$ cat src/rtl/conv_writer_pkg.sv
// rtl/conv_writer_pkg.sv - shared types and constants for the convolution result writer
package conv_writer_pkg;

  typedef enum logic [1:0] {
    ST_IDLE = 2'd0,
    ST_REQ  = 2'd1,
    ST_XFER = 2'd2,
    ST_DONE = 2'd3
  } wr_state_e;

  localparam int DEF_TOTAL_WORDS = 3136 * 16;
  localparam int DEF_ADDR_STEP   = 4;
  // Free slots needed to keep bus_free high: registered-flag lag plus one word in flight.
  localparam int FREE_MARGIN     = 3;

  function automatic logic [31:0] relu32(input logic [31:0] w);
    return w[31] ? 32'd0 : w;
  endfunction

endpackage

$ cat src/rtl/conv_result_writer_fifo.sv
// rtl/conv_result_writer_fifo.sv - result_fifo: synchronous FIFO with flush, full/empty/count
module result_fifo #(
  parameter int DEPTH = 8,
  parameter int WIDTH = 32
) (
  input  logic                     clk,
  input  logic                     rst_n,
  input  logic                     flush_i,
  input  logic                     push_i,
  input  logic [WIDTH-1:0]         push_data_i,
  input  logic                     pop_i,
  output logic [WIDTH-1:0]         pop_data_o,
  output logic                     full_o,
  output logic                     empty_o,
  output logic [$clog2(DEPTH):0]   count_o
);

  localparam int AW = $clog2(DEPTH);
  localparam logic [AW:0] FULL_CNT = (AW+1)'(DEPTH);

  logic [WIDTH-1:0] mem_q [DEPTH];
  logic [AW-1:0]    wr_ptr_q, rd_ptr_q;
  logic [AW:0]      count_q;
  logic             do_push, do_pop;

  assign full_o  = (count_q == FULL_CNT);
  assign empty_o = (count_q == '0);
  assign count_o = count_q;
  assign pop_data_o = mem_q[rd_ptr_q];

  // A push into a full FIFO is legal when the head leaves in the same cycle.
  assign do_push = push_i && (!full_o || pop_i);
  assign do_pop  = pop_i && !empty_o;

  always_ff @(posedge clk or negedge rst_n) begin
    if (!rst_n) begin
      wr_ptr_q <= '0;
      rd_ptr_q <= '0;
      count_q  <= '0;
    end else if (flush_i) begin
      wr_ptr_q <= '0;
      rd_ptr_q <= '0;
      count_q  <= '0;
    end else begin
      if (do_push) wr_ptr_q <= wr_ptr_q + AW'(1);
      if (do_pop)  rd_ptr_q <= rd_ptr_q + AW'(1);
      case ({do_push, do_pop})
        2'b10:   count_q <= count_q + (AW+1)'(1);
        2'b01:   count_q <= count_q - (AW+1)'(1);
        default: count_q <= count_q;
      endcase
    end
  end

  always_ff @(posedge clk) begin
    if (do_push && !flush_i) mem_q[wr_ptr_q] <= push_data_i;
  end

endmodule

$ cat src/rtl/conv_result_writer.sv
// rtl/conv_result_writer.sv - buffers accumulator results and writes them to memory over a single-master bus
// Optional ReLU clamp on incoming words: CONV_WRITER_RELU_EN.
module conv_result_writer
  import conv_writer_pkg::*;
#(
  parameter int FIFO_DEPTH  = 8,
  parameter int TOTAL_WORDS = DEF_TOTAL_WORDS,
  parameter int ADDR_STEP   = DEF_ADDR_STEP
) (
  input  logic        clk,
  input  logic        rst_n,
  input  logic        start_i,
  input  logic [31:0] cfg_base_i,
  input  logic        valid_i,
  input  logic [31:0] data_i,
  input  logic        conv_done_i,
  output logic        bus_free,
  output logic        bus_req,
  input  logic        bus_gnt,
  output logic        bus_we,
  output logic [31:0] bus_addr,
  output logic [31:0] bus_wdata,
  input  logic        bus_ready,
  output logic        done_o,
  output logic        overflow_o
);

  localparam int AW = $clog2(FIFO_DEPTH);
  localparam logic [AW:0] FREE_LIMIT = (AW+1)'(FIFO_DEPTH - FREE_MARGIN);

  wr_state_e   state_q, state_d;
  logic        armed_q, armed_d;
  logic [31:0] addr_q, addr_d;
  logic [31:0] word_cnt_q, word_cnt_d;
  logic        overflow_q, overflow_d;
  logic        bus_free_q, bus_free_d;

  logic        fifo_full, fifo_empty;
  logic [AW:0] fifo_count, count_nxt;
  logic [31:0] fifo_head, push_data;
  logic        accept, push, pop, drop, last_word;

  // Completion is by word count alone; the upstream done flag is informational.
  wire unused_conv_done = conv_done_i;

`ifdef CONV_WRITER_RELU_EN
  assign push_data = relu32(data_i);
`else
  assign push_data = data_i;
`endif

  assign accept    = armed_q && (state_q != ST_DONE) && !start_i;
  assign pop       = (state_q == ST_XFER) && bus_ready && !start_i;
  assign push      = valid_i && accept && (!fifo_full || pop);
  assign drop      = valid_i && accept && fifo_full && !pop;
  assign last_word = (word_cnt_q + 32'd1) == 32'(TOTAL_WORDS);

  result_fifo #(
    .DEPTH (FIFO_DEPTH),
    .WIDTH (32)
  ) u_fifo (
    .clk         (clk),
    .rst_n       (rst_n),
    .flush_i     (start_i),
    .push_i      (push),
    .push_data_i (push_data),
    .pop_i       (pop),
    .pop_data_o  (fifo_head),
    .full_o      (fifo_full),
    .empty_o     (fifo_empty),
    .count_o     (fifo_count)
  );

  always_comb begin
    count_nxt = fifo_count;
    if (start_i) begin
      count_nxt = '0;
    end else begin
      if (push) count_nxt = count_nxt + (AW+1)'(1);
      if (pop)  count_nxt = count_nxt - (AW+1)'(1);
    end
  end

  always_comb begin
    state_d    = state_q;
    armed_d    = armed_q;
    addr_d     = addr_q;
    word_cnt_d = word_cnt_q;
    overflow_d = overflow_q || drop;
    if (start_i) begin
      state_d    = ST_IDLE;
      armed_d    = 1'b1;
      addr_d     = cfg_base_i;
      word_cnt_d = '0;
      overflow_d = 1'b0;
    end else begin
      case (state_q)
        ST_IDLE: if (armed_q && !fifo_empty) state_d = ST_REQ;
        ST_REQ:  if (bus_gnt) state_d = ST_XFER;
        ST_XFER: begin
          if (bus_ready) begin
            addr_d     = addr_q + 32'(ADDR_STEP);
            word_cnt_d = word_cnt_q + 32'd1;
            if (last_word)                         state_d = ST_DONE;
            else if ((count_nxt != '0) && bus_gnt) state_d = ST_XFER;
            else                                   state_d = ST_IDLE;
          end else if (!bus_gnt) begin
            // Grant lost before acceptance: re-arbitrate and reissue the same word.
            state_d = ST_REQ;
          end
        end
        ST_DONE: state_d = ST_DONE;
        default: state_d = ST_IDLE;
      endcase
    end
    bus_free_d = armed_d && (state_d != ST_DONE) && (count_nxt <= FREE_LIMIT);
  end

  always_ff @(posedge clk or negedge rst_n) begin
    if (!rst_n) begin
      state_q    <= ST_IDLE;
      armed_q    <= 1'b0;
      addr_q     <= '0;
      word_cnt_q <= '0;
      overflow_q <= 1'b0;
      bus_free_q <= 1'b0;
    end else begin
      state_q    <= state_d;
      armed_q    <= armed_d;
      addr_q     <= addr_d;
      word_cnt_q <= word_cnt_d;
      overflow_q <= overflow_d;
      bus_free_q <= bus_free_d;
    end
  end

  assign bus_req    = (state_q == ST_REQ) || (state_q == ST_XFER);
  assign bus_we     = (state_q == ST_XFER);
  assign bus_addr   = bus_we ? addr_q : 32'd0;
  assign bus_wdata  = bus_we ? fifo_head : 32'd0;
  assign done_o     = (state_q == ST_DONE);
  assign overflow_o = overflow_q;
  assign bus_free   = bus_free_q;

endmodule
$ cat config.mk
export PLATFORM = sky130hd
export DESIGN_NAME = conv_result_writer
export DESIGN_NICKNAME = d
export VERILOG_FILES = /design/src/rtl/conv_writer_pkg.sv /design/src/rtl/conv_result_writer_fifo.sv /design/src/rtl/conv_result_writer.sv
export SDC_FILE = /design/constraint.sdc
export NUM_CORES = 1
export LEC_CHECK = 0
export ABC_AREA = 1
export CELL_PAD_IN_SITES_DETAIL_PLACEMENT = 1
export CELL_PAD_IN_SITES_GLOBAL_PLACEMENT = 1
export CORE_ASPECT_RATIO = 0.9
export CORE_UTILIZATION = 25
export CTS_CLUSTER_DIAMETER = 150
export CTS_CLUSTER_SIZE = 14
export DETAILED_ROUTE_END_ITERATION = 12
export PLACE_DENSITY = 0.47
export SYNTH_ARGS = -nofsm -noshare
export SYNTH_HDL_FRONTEND = slang
export SYNTH_SLANG_ARGS = --single-unit
$ cat constraint.sdc
create_clock -name clk -period 4.3 [get_ports clk]
set_clock_uncertainty 0.1 [all_clocks]
set_input_delay 0.86 -clock clk [delete_from_list [all_inputs] [get_ports clk]]
set_output_delay 0.86 -clock clk [all_outputs]
set_load 0.02 [all_outputs]
==> results of run 1 <==
-- synth_stat cells (11+ instances only) --
| master | n |
|---|---|
| nor2_1 | 285 |
| nand2_1 | 282 |
| edfxtp_1 | 256 |
| o21ai_0 | 216 |
| inv_1 | 134 |
| dfrtp_1 | 79 |
| clkbuf_1 | 72 |
| nand3_1 | 45 |
| o22ai_1 | 41 |
| a31oi_1 | 35 |
| xor2_1 | 19 |
| o211ai_1 | 16 |
| a21oi_1 | 12 |
| ha_1 | 11 |
| nand2_2 | 11 |
| nor2_2 | 11 |
-- power by group through the flow --
stage          combinational (mW)  sequential, mW  clock [mW]
5_1_grt                      1.88            3.78        2.57
3_3_place_gp                 1.71            3.82           0
2_1_floorplan               0.923            3.80           0
3_5_place_dp                 1.73            3.83           0
6_report                     1.70            3.76        2.37
4_1_cts                      1.74            3.76        2.48
-- flip-flops by register name, summed over array words and instances, names as in the netlist --
name	flops
word_cnt_q	32
overflow_o	1
u_fifo.count_o	4
u_fifo.rd_ptr_q	3
bus_free	1
state_q	2
u_fifo.wr_ptr_q	3
u_fifo.mem_q	256
armed_q	1
addr_q	32
-- cells by family after synthesis --
logic type,after synthesis,share of synthesized area
DFF,335,0.625
AOI/OAI and AO/OA,342,0.123
xor gates and xnor gates,22,0.0125
and+or+nand+nor,667,0.179
buffers and inverters,209,0.0511
adders and majority gates,11,0.00890
-- worst max path at each step --
stage	start	end	depth (start not counted)
6_report	u_fifo.rd_ptr_q[0]	bus_wdata[27]	6
3_5_place_dp	start_i	u_fifo.count_o[2]	13
5_1_grt	u_fifo.rd_ptr_q[1]	bus_wdata[1]	6
2_1_floorplan	state_q[0]	u_fifo.mem_q[0][0]	10
3_3_place_gp	start_i	u_fifo.mem_q[6][9]	10
4_1_cts	u_fifo.rd_ptr_q[0]	bus_wdata[20]	8
-- placed cells by master (no fill, tap or decap), drive strengths merged, types with 5 or more instances in the layout --
cell type	n
nor3	13
o21ai	220
inv	135
clkbuf	47
ha	11
dfrtp	79
nand4	5
nor2	301
a31oi	35
nand2	293
a21oi	13
clkdlybuf4s50	137
nand3	50
buf	45
o211ai	16
o22ai	41
xor2	19
edfxtp	256
-- layout make-up --
| class | instances | area [um^2] | area share |
|---|---|---|---|
| multi-input cells | 1042 | 5070 | 0.270 |
| clock buffers | 47 | 754 | 0.0401 |
| clock inverters | 1 | 8.76 | 0.000466 |
| inverters | 135 | 508 | 0.0270 |
| repair buffers | 182 | 1810 | 0.0962 |
| flip-flops and latches | 335 | 9670 | 0.514 |
| well taps | 792 | 991 | 0.0527 |
-- layer usage --
layer,track usage,part of all wire,vias to the layer above
met1,0.220,0.50,5884
li1,-,-,5674
met4,0.0261,0.014,2
met5,0,0.00035,-
met2,0.248,0.46,104
met3,0.0170,0.025,39
-- critical path: stages (launching register included) --
cell	delay (ps)
dfrtp_4	430
buf_12	460
o21ai_0	200
o22ai_1	190
o21ai_0	100
a31oi_1	370
clkdlybuf4s50_1	690
-- metrics by stage --
| step | instance area, um^2 | utilization | hold WS [ps] | total power [mW] | instances |
|---|---|---|---|---|---|
| 2_1_floorplan | 15500 | - | 342 | 4.72 | 1586 |
| 4_1_cts | 18800 | 0.307 | 57.3 | 7.97 | 2534 |
| 6_report | 18800 | 0.307 | 83.1 | 7.83 | 2534 |
| 3_5_place_dp | 18100 | 0.295 | 364 | 5.55 | 2486 |
| 3_3_place_gp | 18100 | 0.295 | 358 | 5.54 | 2486 |
| 5_1_grt | 18800 | 0.307 | 78.9 | 8.23 | 2534 |
==> results.md, run 1 <==
- Dpl ws: around 650 ps
- Warnings from Yosys: 0
- Number of remaining DRC errors: 0
- Initial Util: 0.253
- FF-to-FF Start: state_q[0]
- Initial DRT Pass Iterations: 5
- Switch share: 0.305
- Die Y: ~240 um
- # IOs: 140
- Worst setup margin: between 200 and 250 ps
- Worst Path Class, Setup: reg -> out
- Initial antenna violation count: 1
- PortBufs: between 100 and 150
- Hold Fails Final Rpt: 0
- Die area: roughly 63000 um^2
- Syn Inst Count: ~1600
- CTS Buf Count: 27
- Leakage power: between 6 and 7 nW
- Status: finished, final reports clean
- Fmax: roughly 250 MHz
- Vias/cell: between 4 and 5
- TritonCTS clock tree: yes
- Post-layout min period: slightly above 4000 ps
- CP Launch Type: register
- Comb pwr share: 0.217
- Clock sink total: between 300 and 400
- Hold-fix buffers, CTS: 0
- Row cnt: 86
- Worst-path clk slew: 80 ps
- Worst Setup End Kind: output pin
- CTS Buffer Depth: 3
- Number of flops mapped to enable cells by yosys: 256
- Antenna diodes: 0
- Synth Net Count: 1668
- Critical Path RT: 3340 ps
- Nets: between 1500 and 2000
- Flops & latches, synth: 335
- Root buffer cell: clkbuf_16
- Peak VDD IR: approximately 0.25 mV
- Post-Syn Area: about 15000 um^2
- Detailed Place HPWL: between 30 and 40 mm
- Placeable Area: 61200 um^2
- Drt total wl: between 40 and 50 mm
- Yosys top cell area share: 0.497
- Wire length per cell after detailed routing: around 19 um
- Cell taking the most area after synthesis: edfxtp_1
- Area Overhead vs Synth: 21.7%
- Syn avg cell area: 9.75 um^2
- Post-CTS setup buffer count: 0
- Unique cell type count in the Yosys netlist: 44
- Worst r2r dst: u_fifo.mem_q[0][9]
- Vias in the first global route: approximately 12000
- Hold Crit Class: in -> async
- Critical Path Fanout Max: between 100 and 150
- Final setup viols: 0
- Worst EP arrival: 3110 ps
- Largest net degree at the start of global routing: between 100 and 150
- Flop2flop setup slack: around 850 ps
- Initial DRC count: 511
- Share of the yosys chip area belonging to registers: 0.625
- Clock Power Share: 0.303
- Max-cap violations: 0
- RSZ-0062 raised after global routing: false
- Measured slew at the worst slew-check pin: just over 800 ps
- Pwr dens: around 420 nW/um^2
- H-Tree Depth: 1
- Vias: ~12000
- Internal power: between 5 and 6 mW
- Slew HR: 0.456
- Global-route wire length before repair: around 74 mm
- Final setup TNS: 0 ps
- Top_reg_cell synth: edfxtp_1
- Layout cell share with drive strength beyond 1: 0.0746
- Reg2Reg Depth: 12
- Reg power frac: 0.480
- DIE WIDTH: ~260 um
- Net switching power: approximately 2.4 mW
- Top post-synthesis cells by area: edfxtp_1, dfrtp_1, o21ai_0
- Grt total ovfl: 0
- RD Place Congestion: between 0.7 and 0.8
- Tcrit/Tclk final: 0.947
- Asr flop ratio synth: 0.236
- Slew Viols, Final: 0
- Post_cts resized: 0
- Final ANT Viol Nets: 0
- Clk_lat worst skew: approximately 570 ps
- Fillers: 6860
- All-layer global routing usage: 0.152
(Power assumes the default switching activity.)
==> run 2: changes to the inputs <==
--- a/config.mk
+++ b/config.mk
@@ -6,14 +6,12 @@
 export NUM_CORES = 1
 export LEC_CHECK = 0
 export ABC_AREA = 1
-export CELL_PAD_IN_SITES_DETAIL_PLACEMENT = 1
-export CELL_PAD_IN_SITES_GLOBAL_PLACEMENT = 1
 export CORE_ASPECT_RATIO = 0.9
 export CORE_UTILIZATION = 25
 export CTS_CLUSTER_DIAMETER = 150
 export CTS_CLUSTER_SIZE = 14
 export DETAILED_ROUTE_END_ITERATION = 12
-export PLACE_DENSITY = 0.47
+export PLACE_DENSITY = 0.39
 export SYNTH_ARGS = -nofsm -noshare
 export SYNTH_HDL_FRONTEND = slang
 export SYNTH_SLANG_ARGS = --single-unit
==> results.md, run 2 (synthesis results as in run 1) <==
- CP peak stage delay: about 650 ps
- Worst EP arrival: roughly 3100 ps
- Clk_lat worst skew: around 580 ps
- Hold Crit Class: in -> async
- Grt total ovfl: 0
- Initial DRC count: 630
- Vias: 11370
- Wire length per cell after detailed routing: roughly 18 um
- CTS Buffer Depth: 3
- Die area: roughly 63000 um^2
- Worst Path Class, Setup: reg -> out
- Critical path's slowest cell: clkdlybuf4s50_1
- Nets: approximately 1800
- Leakage power: 6.77 nW
- Initial Util: 0.253
- Final setup viols: 0
- Slew HR: 0.438
- Global-route wire length before repair: a little under 70 mm
- Critical Path Fanout Max: 17
- Number of remaining DRC errors: 0
- Critical Path RT: 3340 ps
- Antenna diodes: 0
- Die Y: ~240 um
- Peak VDD IR: ~0.3 mV
- Fmax: 244 MHz
- Largest net degree at the start of global routing: 130
- Final ANT Viol Nets: 0
- Pwr dens: a little over 400 nW/um^2
- Hold-fix buffers, CTS: 0
- Row cnt: between 80 and 90
- Biggest regs: u_fifo.mem_q (256), addr_q (32), word_cnt_q (32)
- PortBufs: between 100 and 150
- Detailed Place HPWL: 27.4 mm
- Initial antenna violation count: 4
- Clock sink total: approximately 340
- Largest register FFs: between 200 and 300
- H-Tree Depth: 1
- Initial DRT Pass Iterations: 7
- Measured slew at the worst slew-check pin: approximately 840 ps
- Final setup TNS: 0 ps
- Post-layout min period: between 4000 and 5000 ps
- Hold Fails Final Rpt: 0
- # IOs: 140
- Tcrit/Tclk final: 0.951
- DIE WIDTH: 264 um
- Worst Setup End Kind: output pin
- Max-cap violations: 0
- Root buffer cell: clkbuf_16
- All-layer global routing usage: 0.140
- Vias in the first global route: 11113
- RD Place Congestion: just under 0.8
- CP Launch Type: register
- Vias/cell: ~4.5
- RSZ-0062 raised after global routing: false
- CP Cell Sequence: inv_1, ha_2, buf_4, o21ai_0, a31oi_1, clkdlybuf4s50_1
- Area Overhead vs Synth: 21.0%
- CTS Buf Count: 27
- Worst-path clk slew: 80 ps
- Min Hold Slack: between 200 and 300 ps
- Slew Viols, Final: 0
- Drt total wl: 44.6 mm
- Placeable Area: between 60000 and 70000 um^2
- Most common cell after layout, fill and taps aside: nand2_1
- TritonCTS clock tree: yes
- Status: finished, final reports clean
- Layout cell share with drive strength beyond 1: 0.0726
- Most frequent cells in the layout: nand2_1, nor2_1, edfxtp_1
- Largest reg by FF count: u_fifo.mem_q
## run 2: worst paths after layout
| path | slack [ps] | to | cells after the start | from |
|---|---|---|---|---|
| max | 210 | bus_wdata[22] | 6 | state_q[0] |
| max in group asynchronous | 3090 | addr_q[13] | 2 | rst_n |
| max reg2reg | 980 | u_fifo.mem_q[0][19] | 11 | state_q[0] |
| min reg2reg | 380 | addr_q[1] | 2 | addr_q[1] |
| min | 270 | word_cnt_q[25] | 1 | rst_n |
| min in group clk | 380 | addr_q[1] | 2 | addr_q[1] |
## run 2: layer usage
metal | wire (um) | up-vias | global-route usage
met2 | 20500 | 185 | 0.231
li1 | - | 5646 | -
met1 | 21600 | 5475 | 0.193
met5 | 52 | - | 0
met3 | 1710 | 56 | 0.0250
met4 | 710 | 8 | 0.0240
## run 2: where the power goes
part           switching (mW)  internal [mW]
Clock                    1.17           1.14
Combinational            1.04          0.609
Sequential              0.118           3.64
Total                    2.33           5.38
## run 2: timing repair
item / CTS / global route
setup buffers: 0 / 0
resized for setup: 0 / 3
endpoints found under the setup margin: 0 / 2
## run 2: final cells by class
cell class                      count  area [um^2]
Clock buffer                       34          702
Clock inverter                      1         20.0
Fill cell                        6320        42500
Inverter                          135          508
Multi-Input combinational cell   1042         5090
Sequential cell                   335         9670
Tap cell                          792          991
Timing Repair Buffer              175         1730
## run 2: per-stage QoR
stage	total power, mW	utilization	worst slack, ps	instance area (um^2)	std cells
after detailed placement	5.50	0.293	704	18000	2479
after global placement	5.50	0.293	699	18000	2479
after floorplan	4.72	-	828	15500	1586
after global routing	8.11	0.306	29.5	18700	2514
after CTS	7.85	0.305	101	18700	2514
final	7.71	0.306	210	18700	2514
## run 2: worst max-delay path: cells and delay by family (launching register included)
family	cells	cell delay (ps)
buffers and inverters	3	1130
flip-flops	1	420
adder cells (fa/ha/maj)	1	580
AO/OA/AOI/OAI	2	370
==> run 3: changes to the inputs <==
--- a/config.mk
+++ b/config.mk
@@ -11,6 +11,7 @@
 export CTS_CLUSTER_DIAMETER = 150
 export CTS_CLUSTER_SIZE = 14
 export DETAILED_ROUTE_END_ITERATION = 12
+export MAX_ROUTING_LAYER = met4
 export PLACE_DENSITY = 0.39
 export SYNTH_ARGS = -nofsm -noshare
 export SYNTH_HDL_FRONTEND = slang
==> results.md, run 3 (synthesis results as in run 1) <==
- Status: finished, final reports clean
- Critical path launch point: u_fifo.rd_ptr_q[0]
- Vias: around 11000
- Area Overhead vs Synth: 21.1%
- All-layer global routing usage: 0.144
- Largest register FFs: approximately 260
- Critical path's slowest cell: clkdlybuf4s50_1
- Root buffer cell: clkbuf_16
- Fmax: ~250 MHz
- Min Hold Slack: approximately 270 ps
- H-Tree Depth: 1
- Worst Path Class, Setup: reg -> out
- Worst EP arrival: between 3000 and 4000 ps
- Post-CTS setup buffer count: 0
- Tcrit/Tclk final: 0.948
- Flop2flop setup slack: between 900 and 1000 ps
- Global-route wire length before repair: just under 70 mm
- Peak VDD IR: ~0.30 mV
- Worst Setup End Kind: output pin
- Row cnt: 86
- Measured slew at the worst slew-check pin: 838 ps
- PortBufs: 138
- DIE WIDTH: about 260 um
- Wire length per cell after detailed routing: ~18 um
- Grt total ovfl: 0
- Hold Crit Class: in -> async
- RD Place Congestion: roughly 0.78
- FF-to-FF Start: state_q[0]
- Final setup TNS: 0 ps
- CP Cell Sequence: buf_16, o21ai_0, o22ai_1, o21ai_0, a31oi_2, clkdlybuf4s50_1
- Hold-fix buffers, CTS: 0
- Initial Util: 0.253
- Post-layout min period: about 4100 ps
- Worst r2r dst: u_fifo.mem_q[0][19]
- Largest net degree at the start of global routing: 130
- RSZ-0062 raised after global routing: false
- Hold Fails Final Rpt: 0
- Pwr dens: 412 nW/um^2
- Clock sink total: roughly 340
- Clk_lat worst skew: approximately 580 ps
- CP peak stage delay: around 700 ps
- Vias in the first global route: roughly 11000
- Drt total wl: ~45 mm
- Die Y: between 200 and 250 um
- Initial DRC count: between 600 and 700
- Nets: about 1800
- Max-cap violations: 0
- Most frequent CP cell: o21ai_0
- # IOs: 140
- Placeable Area: ~61000 um^2
- Initial antenna violation count: 4
- Die area: about 63000 um^2
- Multi-input gate area: slightly above 5000 um^2
- Layout cell share with drive strength beyond 1: 0.0726
- Slew Viols, Final: 0
- Critical path destination: bus_wdata[1]
- Storage cell area: 9670 um^2
- CP Launch Type: register
- Final ANT Viol Nets: 0
- Initial DRT Pass Iterations: 5
- CTS Buf Count: 27
- Critical Path RT: 3340 ps
- Crit path depth: 6
- Worst-path clk slew: around 80 ps
- Fillers: 6317
- Biggest regs: u_fifo.mem_q (256), addr_q (32), word_cnt_q (32)
- CP bufs+invs: 2
- Largest reg by FF count: u_fifo.mem_q
- Slew HR: 0.442
- TritonCTS clock tree: yes
- Critical Path Fanout Max: roughly 130
- Post_cts resized: 0
- Vias/cell: 4.52
- CTS Buffer Depth: 3
- Final setup viols: 0
- Reg2Reg Depth: 11
- Leakage power: 6.77 nW
- Kind of cell adding the most delay to the critical path: buffers and inverters
- Most frequent cells in the layout: nand2_1, nor2_1, edfxtp_1
- Most common cell after layout, fill and taps aside: nand2_1
- Number of remaining DRC errors: 0
- Detailed Place HPWL: ~27 mm
## run 3: changes by cell type in the layout (fill, tap and decap cells not counted)
cell,delta
diode_2,+4
## run 3: layout make-up
| class | count | share of cell area |
|---|---|---|
| antenna | 4 | 0.000535 |
| timing repair buffer | 175 | 0.0926 |
| clock buffer | 34 | 0.0375 |
| tap | 792 | 0.0529 |
| multi-input combinational | 1042 | 0.272 |
| clock inverter | 1 | 0.00107 |
| sequential | 335 | 0.517 |
| inverter | 135 | 0.0271 |
## run 3: through the flow
stage          utilization  std cells  instance area, um^2  setup slack [ps]  power, mW
2_1_floorplan            -       1586                15500               828       4.72
5_1_grt              0.306       2518                18700              29.5       8.11
6_report             0.306       2518                18700               223       7.71
3_5_place_dp         0.293       2479                18000               704       5.50
4_1_cts              0.305       2514                18700               101       7.85
3_3_place_gp         0.293       2479                18000               699       5.50
## run 3: power by group
part	switching [mW]	internal [mW]	leakage (nW)
combinational	1.04	0.609	3.09
clock	1.17	1.14	0.351
sequential	0.118	3.64	3.33
## run 3: how the worst min path moves through the flow
| stage | to | slack [ps] | cells after the start |
|---|---|---|---|
| floorplan | addr_q[0] | 340 | 2 |
| global placement | addr_q[0] | 360 | 2 |
| detailed placement | addr_q[1] | 370 | 2 |
| CTS | word_cnt_q[25] | 280 | 1 |
| global route | word_cnt_q[19] | 330 | 1 |
| finish | word_cnt_q[25] | 270 | 1 |
## run 3: layer usage
layer	global-route usage	vias to the layer above	share of wire
met3	0.0247	49	0.043
met1	0.193	5458	0.48
met2	0.231	210	0.46
met4	0.0240	0	0.016
met5	-	-	0
li1	-	5654	-
